File: src/rtl/bus_tx_port.sv
// bus_tx_port: queued bus transmitter with per-word hold, burst limit and request gap; `define BUS_TX_STATS_EN adds sent/preempt counters
module bus_tx_port #(
  parameter int N = 8,
  parameter int DEPTH = 4,
  parameter int HOLD = 2,
  parameter int BURST_MAX = 4
) (
  input  logic                   clk,
  input  logic                   rst,
  input  logic                   wr_valid,
  input  logic [N-1:0]           wr_data,
  output logic                   wr_ready,
  output logic                   req,
  input  logic                   grant,
  output logic [N-1:0]           data_out,
  output logic                   busy,
  output logic [$clog2(DEPTH):0] count
`ifdef BUS_TX_STATS_EN
  ,
  output logic [15:0]            sent_cnt,
  output logic [7:0]             preempt_cnt
`endif
);
  localparam int AW = $clog2(DEPTH);
  localparam int HW = $clog2(HOLD + 1);
  localparam int BW = $clog2(BURST_MAX + 1);
  localparam logic [AW:0] FULL = (AW + 1)'(DEPTH);
  localparam logic [AW:0] ONE = (AW + 1)'(1);
  localparam logic [HW-1:0] HOLD_LAST = HW'(HOLD - 1);
  localparam logic [BW-1:0] BURST_LAST = BW'(BURST_MAX);
  typedef enum logic [1:0] {IDLE, REQ, DRIVE, GAP} state_t;
  state_t state, state_nx;
  logic [N-1:0] mem [DEPTH];
  logic [AW-1:0] rd_ptr, wr_ptr;
  logic [HW-1:0] hold_cnt, hold_nx;
  logic [BW-1:0] burst_cnt, burst_nx;
  logic push, pop;
  assign wr_ready = count != FULL;
  assign push = wr_valid & wr_ready;
  assign pop = state == DRIVE && grant && hold_cnt == HOLD_LAST;
  assign req = state == REQ || state == DRIVE;
  assign busy = state != IDLE;
  assign data_out = count != '0 ? mem[rd_ptr] : '0;
  always_comb begin
    state_nx = state;
    hold_nx = hold_cnt;
    burst_nx = burst_cnt;
    unique case (state)
      IDLE: state_nx = count != '0 ? REQ : IDLE;
      REQ: if (grant) begin
        state_nx = DRIVE;
        hold_nx = '0;
        burst_nx = '0;
      end
      DRIVE: if (!grant) begin
        state_nx = REQ;
        hold_nx = '0;
      end else if (pop) begin
        hold_nx = '0;
        burst_nx = burst_cnt + 1'b1;
        state_nx = ((count == ONE && !push) || burst_cnt + 1'b1 == BURST_LAST) ? GAP : DRIVE;
      end else begin
        hold_nx = hold_cnt + 1'b1;
      end
      GAP: state_nx = (count != '0 || push) ? REQ : IDLE;
      default: state_nx = IDLE;
    endcase
  end
  always_ff @(posedge clk) begin
    if (rst) begin
      state <= IDLE;
      rd_ptr <= '0;
      wr_ptr <= '0;
      count <= '0;
      hold_cnt <= '0;
      burst_cnt <= '0;
    end else begin
      state <= state_nx;
      hold_cnt <= hold_nx;
      burst_cnt <= burst_nx;
      if (push) wr_ptr <= wr_ptr + 1'b1;
      if (pop) rd_ptr <= rd_ptr + 1'b1;
      count <= (push && !pop) ? count + 1'b1 : (pop && !push) ? count - 1'b1 : count;
    end
  end
  always_ff @(posedge clk)
    if (push) mem[wr_ptr] <= wr_data;
`ifdef BUS_TX_STATS_EN
  always_ff @(posedge clk) begin
    if (rst) begin
      sent_cnt <= '0;
      preempt_cnt <= '0;
    end else begin
      if (pop) sent_cnt <= sent_cnt + 1'b1;
      if (state == DRIVE && !grant && preempt_cnt != 8'hFF) preempt_cnt <= preempt_cnt + 1'b1;
    end
  end
`endif
endmodule

File: config.mk
export PLATFORM = sky130hd
export DESIGN_NAME = bus_tx_port
export DESIGN_NICKNAME = d
export VERILOG_FILES = /design/src/rtl/bus_tx_port.sv
export SDC_FILE = /design/constraint.sdc
export NUM_CORES = 1
export LEC_CHECK = 0
export ABC_CLOCK_PERIOD_IN_PS = 3190
export CAP_MARGIN = 20
export CORE_MARGIN = 2
export CORE_UTILIZATION = 59
export DETAILED_ROUTE_END_ITERATION = 12
export PLACE_DENSITY = 0.84
export SLEW_MARGIN = 20
export SYNTH_ARGS = -nofsm -noshare
export SYNTH_HDL_FRONTEND = slang
export SYNTH_SLANG_ARGS = --single-unit
File: constraint.sdc
create_clock -name clk -period 3.19 [get_ports clk]
set_clock_uncertainty 0.1 [all_clocks]
set_input_delay 0.319 -clock clk [delete_from_list [all_inputs] [get_ports clk]]
set_output_delay 0.319 -clock clk [all_outputs]
set_load 0.02 [all_outputs]
==> impl_metrics.py, run 1 <==
metrics = {
    "outcome": {
        "status": "finished, final reports clean",
    },
    "sta": {
        "slew_headroom": 0.601,
        "worst_pin_slew_ns": 0.596,
        "timing.final.ws_setup_ns": 0.574,
        "setup_viol": 0,
        "fin_crit_sh": 0.820,
        "holdWs_ns": 0.381,
        "rsz0062_at_grt": "no",
        "drv_slew": 0,
        "fin_tns_setup_ns": 0,
        "min_period_ns": 2.62,
        "max_freq_ghz": 0.382,
        "final-hold-violation-count": 0,
    },
    "logic_synthesis": {
        "synth_top_family_by_area": "simple AND/OR/NAND/NOR gates",
        "yosys-top-cells-area": "edfxtp_1 44%, dfxtp_1 15%, ha_1 9.1%, mux4_2 8.2%, nor2_1 2.6%",
        "synth_flop_cell": "edfxtp_1",
        "synth_commonest_cells": "32 x edfxtp_1, 16 x dfxtp_1, 16 x ha_1",
        "synth_compound_area_frac": 0.0634,
        "yosys_warnings": 0,
        "async_flop_share": 0,
        "postSynthAreaPerCell_sq_um": 14.1,
        "synth_nets": 183,
        "synthSimpleGateAreaFrac": 0.117,
        "synthCells": 155,
        "synth_fa_ha_area_frac": 0.0914,
        "synth_top_area_frac": 0.439,
        "yosysTopAreaCell": "edfxtp_1",
        "netlist_area_sq_um": 2190,
        "synth_edf_count": 32,
        "seq_area_frac_synth": 0.585,
        "synth-xor-area-share": 0.0240,
        "synth-seq-cells": 48,
        "synthMuxAreaShare": 0.0914,
        "yosysMostFrequentCell": "edfxtp_1",
        "ys_types": 36,
    },
    "route": {
        "via_per_inst": 5.42,
        "drcViolationCount": 0,
        "first_iter_violations": 45,
        "ant_nets": 0,
        "firstDrtPassIters": 4,
        "routed_wl_microns": 3620,
        "wl_per_cell_microns": 15.6,
        "vias": 1258,
    },
    "clock_tree": {
        "cts_tree": "built",
        "cts_buffers": 5,
        "postCtsSetupBuffers": 0,
        "cts_resized": 0,
        "cts_htree_levels": 2,
        "path_clk_slew_ns": 0.08,
        "clock-sinks": 48,
        "cts-root-buf": "clkbuf_8",
        "ctsHoldBuffers": 0,
        "clockBufferDepth": 2,
        "clock_latency_ns": 0.29,
    },
    "hold_path": {
        "hp-class": "reg2reg",
    },
    "job": {
        "drv_cap": 0,
    },
    "final_layout": {
        "regArea_sq_um": 1280,
        "final_cell_area_sq_um": 2610,
        "n_antenna_cell": 0,
        "nNetsFinal": 211,
        "drive_above_1_share": 0.136,
        "final_util": 0.723,
        "fillers": 237,
        "syn_to_final_growth_pct": 19.1,
        "multi_input_area_sq_um": 847,
        "fin_cells": 232,
    },
    "worst_setup_path": {
        "arrival_ns": 2.20,
        "crit_slowest_cell": "dfxtp_1",
        "worst-path-buf-inv": 1,
        "critPathMaxFanout": 8,
        "path_cells": "mux4_2, nor2b_1, clkdlybuf4s50_1",
        "crit_family": "flip-flops",
        "required_ns": 2.77,
        "critPathMaxStageDelay_ns": 0.66,
        "crit_type": "reg2out",
        "endpoint_kind": "primary output",
        "start_kind": "register",
    },
    "die": {
        "dieArea_sq_um": 4210,
        "ios": 26,
        "core_sq_um": 3610,
        "die_w_microns": 64.9,
        "die_y_microns": 64.9,
        "rows": 22,
        "initial_core_util": 0.607,
    },
    "grt": {
        "use_met3": 0.0538,
        "met1_usage": 0.201,
        "first_global_vias": 1338,
        "grt_pass1_wl_microns": 6040,
        "grt_usage": 0.195,
        "busiest_layer": "met2",
        "grt_max_degree": 17,
        "grt_use_met2": 0.375,
        "overflow": 0,
        "antenna_found_initial": 0,
    },
    "placed_design": {
        "pre_cts_slack_ns": 0.842,
        "dp.cells": 224,
        "numPortBuffers": 25,
        "place.gp.congestion": 0.854,
        "dp_hpwl_microns": 2610,
        "postPlaceCellArea_sq_um": 2480,
    },
    "power": {
        "p_leak_nw": 0.931,
        "p_per_area_nw_per_um2": 658,
        "peakVddDrop_v": 0.000460,
        "finalPower_mw": 1.72,
    },
}
[state kept, by name (all words and copies together) (netlist names), named ones only]
signal     cells
hold_cnt       2
mem           32
wr_ptr         2
count          3
state          2
burst_cnt      3
rd_ptr         2
[worst reg2reg max path, stage by stage, from the launching register on]
cell,delay (ns)
dfxtp_1,0.42
inv_1,0.10
ha_1,0.26
a21boi_2,0.32
ha_1,0.35
or3_1,0.39
a21oi_1,0.16
[cells by family (layout without fill, tap and decap cells)]
family / Yosys count / after routing
flops: 48 / 48
simple gates: 42 / 42
compound gates: 19 / 19
fa+ha+maj: 16 / 16
buf+inv: 14 / 43
mux: 10 / 10
xor+xnor: 6 / 6
[power breakdown]
part           switching (mW)  internal, mW  leakage (nW)
Combinational           0.259         0.215         0.442
Sequential             0.0320         0.713         0.424
Clock                   0.185         0.313        0.0654
[cell usage in the layout (no fill, tap or decap), types with 2 or more instances in the layout]
cell | synthesis | final
and2_1 | 4 | 4
clkdlybuf4s50_1 | 0 | 25
nor3b_1 | 2 | 2
xor2_1 | 4 | 4
nor2b_1 | 6 | 6
edfxtp_1 | 32 | 32
nand2_1 | 4 | 4
a21oi_1 | 7 | 7
and2b_4 | 2 | 2
dfxtp_1 | 16 | 16
bufinv_16 | 0 | 2
a22oi_1 | 2 | 2
nor2_1 | 15 | 15
clkbuf_8 | 0 | 5
ha_1 | 16 | 16
mux2i_1 | 2 | 2
inv_1 | 10 | 10
o211ai_1 | 2 | 2
xnor2_1 | 2 | 2
nor2b_4 | 2 | 2
mux4_2 | 8 | 8
[routing by layer]
layer / vias up / wire [microns]
li1: 613 / -
met1: 611 / 1430
met2: 27 / 2020
met3: 7 / 133
met4: 0 / 33
met5: - / 0
[path summary, 6_finish.rpt]
kind / start / end / slack (ns) / cells past startpoint
setup / recovery: register / data_out[3] / 0.57 / 3
hold / removal: hold_cnt[1] / hold_cnt[1] / 0.38 / 1
setup reg to reg: count[0] / count[2] / 1.01 / 6
hold reg to reg: hold_cnt[1] / hold_cnt[1] / 0.38 / 1
[layout make-up]
type	count	share of cell area
multi-input cells	93	0.325
inverters	10	0.0144
clock inverters	2	0.0230
clock buffers	6	0.0278
well taps	48	0.0230
repair buffers	25	0.0959
flip-flops and latches	48	0.491
Note: power is estimated with default switching activity, not from simulation.
==> run 2: changes to the inputs <==
ABC_CLOCK_PERIOD_IN_PS = 2400   (was 3190)
CORE_UTILIZATION = 49   (was 59)
PLACE_DENSITY = 0.74   (was 0.84)
clock period = 2.4 ns   (was 3.19 ns; I/O delays follow)
==> impl_metrics.py, run 2 (synthesis results as in run 1) <==
metrics = {
    "outcome": {
        "status": "finished, final reports clean",
    },
    "job": {
        "drv_cap": 0,
    },
    "route": {
        "vias": 1284,
        "ant_nets": 0,
        "firstDrtPassIters": 4,
        "wl_per_cell_microns": 16.1,
        "routed_wl_microns": 3850,
        "first_iter_violations": 87,
        "via_per_inst": 5.37,
        "drcViolationCount": 0,
    },
    "final_layout": {
        "nNetsFinal": 214,
        "syn_to_final_growth_pct": 19.7,
        "largest_registers": "mem: 32 flops, burst_cnt: 3 flops, count: 3 flops",
        "final_cell_mix": "32 x edfxtp_1, 17 x clkdlybuf4s50_1, 16 x ha_1",
        "final_cell_area_sq_um": 2620,
        "largest_reg_flops": 32,
        "final_util": 0.606,
        "fillers": 355,
        "final_common_cell": "edfxtp_1",
        "drive_above_1_share": 0.160,
        "regMostFlops": "mem",
        "regArea_sq_um": 1280,
        "multi_input_area_sq_um": 847,
        "n_antenna_cell": 0,
    },
    "worst_setup_path": {
        "critPathMaxFanout": 5,
        "worst-path-buf-inv": 2,
        "arrival_ns": 1.83,
        "cp-startpoint": "state[0]",
        "start_kind": "register",
        "path_cells": "inv_1, ha_1, clkdlybuf4s50_1",
        "crit_slowest_cell": "clkdlybuf4s50_1",
        "crit_family": "buffers and inverters",
        "crit_type": "reg2out",
        "regToRegStartpoint": "count[1]",
        "rrSetupSlack_ns": 0.30,
        "endpoint_kind": "primary output",
        "reg2regPathDepth": 6,
        "timing.rr.end": "count[2]",
        "critPathMaxStageDelay_ns": 0.63,
        "required_ns": 2.06,
    },
    "sta": {
        "final-hold-violation-count": 0,
        "drv_slew": 0,
        "min_period_ns": 2.17,
        "worst_pin_slew_ns": 0.428,
        "holdWs_ns": 0.375,
        "fin_tns_setup_ns": 0,
        "rsz0062_at_grt": "no",
        "max_freq_ghz": 0.462,
        "slew_headroom": 0.714,
        "fin_crit_sh": 0.902,
        "setup_viol": 0,
    },
    "power": {
        "p_leak_nw": 0.997,
        "finalPower_mw": 2.20,
        "peakVddDrop_v": 0.000441,
        "p_per_area_nw_per_um2": 838,
    },
    "clock_tree": {
        "path_clk_slew_ns": 0.09,
        "cts-root-buf": "clkbuf_8",
        "cts_buffers": 5,
        "postCtsSetupBuffers": 0,
        "clock-sinks": 48,
        "cts_htree_levels": 2,
        "cts_tree": "built",
        "clockBufferDepth": 2,
        "clock_latency_ns": 0.30,
    },
    "die": {
        "initial_core_util": 0.506,
        "rows": 24,
        "core_sq_um": 4320,
        "die_y_microns": 70.8,
        "ios": 26,
        "dieArea_sq_um": 5020,
        "die_w_microns": 70.8,
    },
    "grt": {
        "first_global_vias": 1377,
        "grt_usage": 0.172,
        "overflow": 0,
        "antenna_found_initial": 0,
        "grt_pass1_wl_microns": 6640,
        "grt_max_degree": 17,
    },
    "placed_design": {
        "postPlaceCellArea_sq_um": 2500,
        "place.gp.congestion": 0.830,
        "numPortBuffers": 25,
        "dp_hpwl_microns": 2740,
    },
    "hold_path": {
        "hp-class": "reg2reg",
        "min_from": "hold_cnt[1]",
        "hold-path-endpoint": "hold_cnt[1]",
        "hold_path_depth": 1,
    },
}
==> run 2: cell types whose count changed in the layout (fill, tap and decap cells not counted) <==
| cell | change |
|---|---|
| buf_4 | +3 |
| bufinv_16 | -1 |
| clkbuf_1 | -1 |
| clkdlybuf4s50_1 | -8 |
| clkinvlp_4 | +1 |
| dfxtp_1 | -1 |
| dfxtp_2 | +1 |
| dlygate4sd2_1 | +5 |
| dlymetal6s2s_1 | +3 |
| inv_6 | +1 |
==> run 2: layout make-up <==
cell class	count	area share
multi-input cells	93	0.323
flip-flops and latches	48	0.489
repair buffers	28	0.105
clock buffers	5	0.0263
inverters	10	0.0143
well taps	52	0.0248
clock inverters	3	0.0177
==> run 2: worst max-delay path by stage <==
| stage | end | depth (start not counted) |
|---|---|---|
| after floorplan | count[2] | 6 |
| after global placement | data_out[4] | 5 |
| after detailed placement | count[2] | 5 |
| after CTS | data_out[7] | 5 |
| after global routing | count[2] | 6 |
| final | req | 3 |
==> run 2: metal layers <==
| metal | wire, microns | global-route usage | part of all wire | vias to the layer above |
|---|---|---|---|---|
| met5 | 0 | 0 | 0 | - |
| met4 | 80 | 0.0650 | 0.021 | 0 |
| met3 | 144 | 0.0356 | 0.037 | 9 |
| met2 | 1950 | 0.290 | 0.51 | 28 |
| met1 | 1670 | 0.221 | 0.43 | 628 |
| li1 | - | - | - | 619 |
==> run 2: report_power, final <==
part           total, mW  internal [mW]  switching [mW]
Combinational      0.620          0.273           0.346
Clock              0.587          0.314           0.274
Sequential         0.991          0.948          0.0427
Total               2.20           1.53           0.663
==> run 2: timing repair <==
action,4_1_cts,5_1_grt
resized for setup,5,4
hold buffers,0,0
setup endpoints to repair,5,3
==> run 2: worst reg2reg max path: stages, from the launching register on <==
cell      delay (ns)
dfxtp_1         0.40
inv_1           0.10
ha_1            0.23
a21boi_2        0.32
ha_1            0.36
or3_1           0.38
a21oi_1         0.14
==> run 2: per-stage QoR <==
stage	std cells	setup WS [ns]
floorplan	155	0.329
global placement	231	0.337
detailed placement	231	0.232
CTS	239	0.00598
global route	239	0.144
finish	239	0.235
==> run 3: changes to the inputs <==
ABC_CLOCK_PERIOD_IN_PS = 2600   (was 2400)
CORE_UTILIZATION = 59   (was 49)
PLACE_DENSITY = 0.84   (was 0.74)
SLEW_MARGIN = not set   (was 20)
clock period = 2.6 ns   (was 2.4 ns; I/O delays follow)
==> impl_metrics.py, run 3 (synthesis results as in run 1) <==
metrics = {
    "route": {
        "routed_wl_microns": 3650,
        "vias": 1275,
        "firstDrtPassIters": 4,
        "first_iter_violations": 75,
        "drcViolationCount": 0,
        "ant_nets": 0,
        "via_per_inst": 5.47,
        "wl_per_cell_microns": 15.7,
    },
    "power": {
        "finalPower_mw": 1.90,
        "p_leak_nw": 0.914,
        "p_per_area_nw_per_um2": 742,
        "peakVddDrop_v": 0.000649,
    },
    "worst_setup_path": {
        "critPathMaxFanout": 9,
        "cp-startpoint": "count[0]",
        "start_kind": "register",
        "rrSetupSlack_ns": 0.45,
        "critPathMaxStageDelay_ns": 0.61,
        "crit_type": "reg2out",
        "crit_family": "buffers and inverters",
        "arrival_ns": 2.04,
        "timing.rr.end": "count[2]",
        "setup.worst_path.end": "data_out[3]",
        "reg2regPathDepth": 6,
        "path_cells": "inv_1, ha_1, and2b_4, nor2b_1, clkdlybuf4s50_1",
        "worst-path-buf-inv": 2,
        "crit_slowest_cell": "clkdlybuf4s50_1",
        "regToRegStartpoint": "count[0]",
        "endpoint_kind": "primary output",
        "required_ns": 2.24,
        "path_depth": 5,
    },
    "sta": {
        "rsz0062_at_grt": "no",
        "final-hold-violation-count": 0,
        "min_period_ns": 2.40,
        "drv_slew": 0,
        "slew_headroom": 0.602,
        "setup_viol": 0,
        "fin_tns_setup_ns": 0,
        "max_freq_ghz": 0.416,
        "worst_pin_slew_ns": 0.596,
        "timing.final.ws_setup_ns": 0.195,
        "fin_crit_sh": 0.925,
    },
    "placed_design": {
        "postPlaceCellArea_sq_um": 2480,
        "dp_hpwl_microns": 2710,
        "place.gp.congestion": 0.899,
        "numPortBuffers": 25,
        "pre_cts_slack_ns": 0.452,
    },
    "final_layout": {
        "drive_above_1_share": 0.135,
        "largest_registers": "mem: 32 flops, burst_cnt: 3 flops, count: 3 flops",
        "syn_to_final_growth_pct": 17.1,
        "final_common_cell": "edfxtp_1",
        "n_antenna_cell": 0,
        "final_cell_area_sq_um": 2560,
        "final_cell_mix": "32 x edfxtp_1, 25 x clkdlybuf4s50_1, 16 x ha_1, 16 x dfxtp_1, 15 x nor2_1",
        "nNetsFinal": 212,
        "fillers": 242,
        "regMostFlops": "mem",
        "largest_reg_flops": 32,
    },
    "clock_tree": {
        "clockBufferDepth": 2,
        "cts_resized": 0,
        "cts_htree_levels": 2,
        "cts-root-buf": "clkbuf_8",
        "clock_latency_ns": 0.30,
        "cts_buffers": 5,
        "clock-sinks": 48,
        "cts_tree": "built",
        "path_clk_slew_ns": 0.07,
        "ctsHoldBuffers": 0,
        "postCtsSetupBuffers": 0,
    },
    "grt": {
        "grt_max_degree": 17,
        "grt_usage": 0.202,
        "antenna_found_initial": 0,
        "overflow": 0,
        "first_global_vias": 1276,
        "grt_pass1_wl_microns": 6070,
    },
    "die": {
        "ios": 26,
        "die_w_microns": 64.9,
        "rows": 22,
        "die_y_microns": 64.9,
        "initial_core_util": 0.607,
        "core_sq_um": 3610,
        "dieArea_sq_um": 4210,
    },
    "outcome": {
        "status": "finished, final reports clean",
    },
    "hold_path": {
        "hp-class": "reg2reg",
        "hold_path_depth": 1,
    },
    "job": {
        "drv_cap": 0,
    },
}
[run 3: layout make-up]
cell class	instances	area [sq um]	share of cell area
Timing Repair Buffer	26	258	0.100
Multi-Input combinational cell	93	847	0.330
Inverter	10	37.5	0.0146
Tap cell	48	60.1	0.0234
Clock buffer	7	76.3	0.0298
Clock inverter	1	5.00	0.00195
Sequential cell	48	1280	0.500
[run 3: through the flow]
step	std cells	hold WS [ns]	util
after floorplan	155	0.259	-
after global placement	225	0.360	0.689
after detailed placement	225	0.365	0.689
after CTS	233	0.376	0.711
after global routing	233	0.397	0.711
final	233	0.371	0.711
[run 3: worst min path at each step]
stage,start,end,slack [ns]
floorplan,wr_data[0],mem[0][0],0.26
global placement,hold_cnt[1],hold_cnt[1],0.36
finish,hold_cnt[1],hold_cnt[1],0.37
detailed placement,hold_cnt[1],hold_cnt[1],0.36
global route,hold_cnt[1],hold_cnt[1],0.40
CTS,hold_cnt[1],hold_cnt[1],0.38
[run 3: routing by layer]
layer / track usage / part of all wire / up-vias
li1: - / - / 616
met1: 0.221 / 0.39 / 618
met2: 0.369 / 0.55 / 36
met3: 0.0538 / 0.044 / 5
met4: 0.0798 / 0.016 / 0
met5: 0 / 0 / -
[run 3: worst reg2reg max path: stages, from the launching register on]
cell      delay, ns
dfxtp_1        0.41
inv_1          0.08
ha_1           0.25
a21boi_2       0.33
ha_1           0.35
or3_1          0.40
a21oi_1        0.15
[run 3: power by group]
group / switching (mW) / internal [mW]
Combinational: 0.318 / 0.263
Clock: 0.222 / 0.189
Sequential: 0.0380 / 0.874
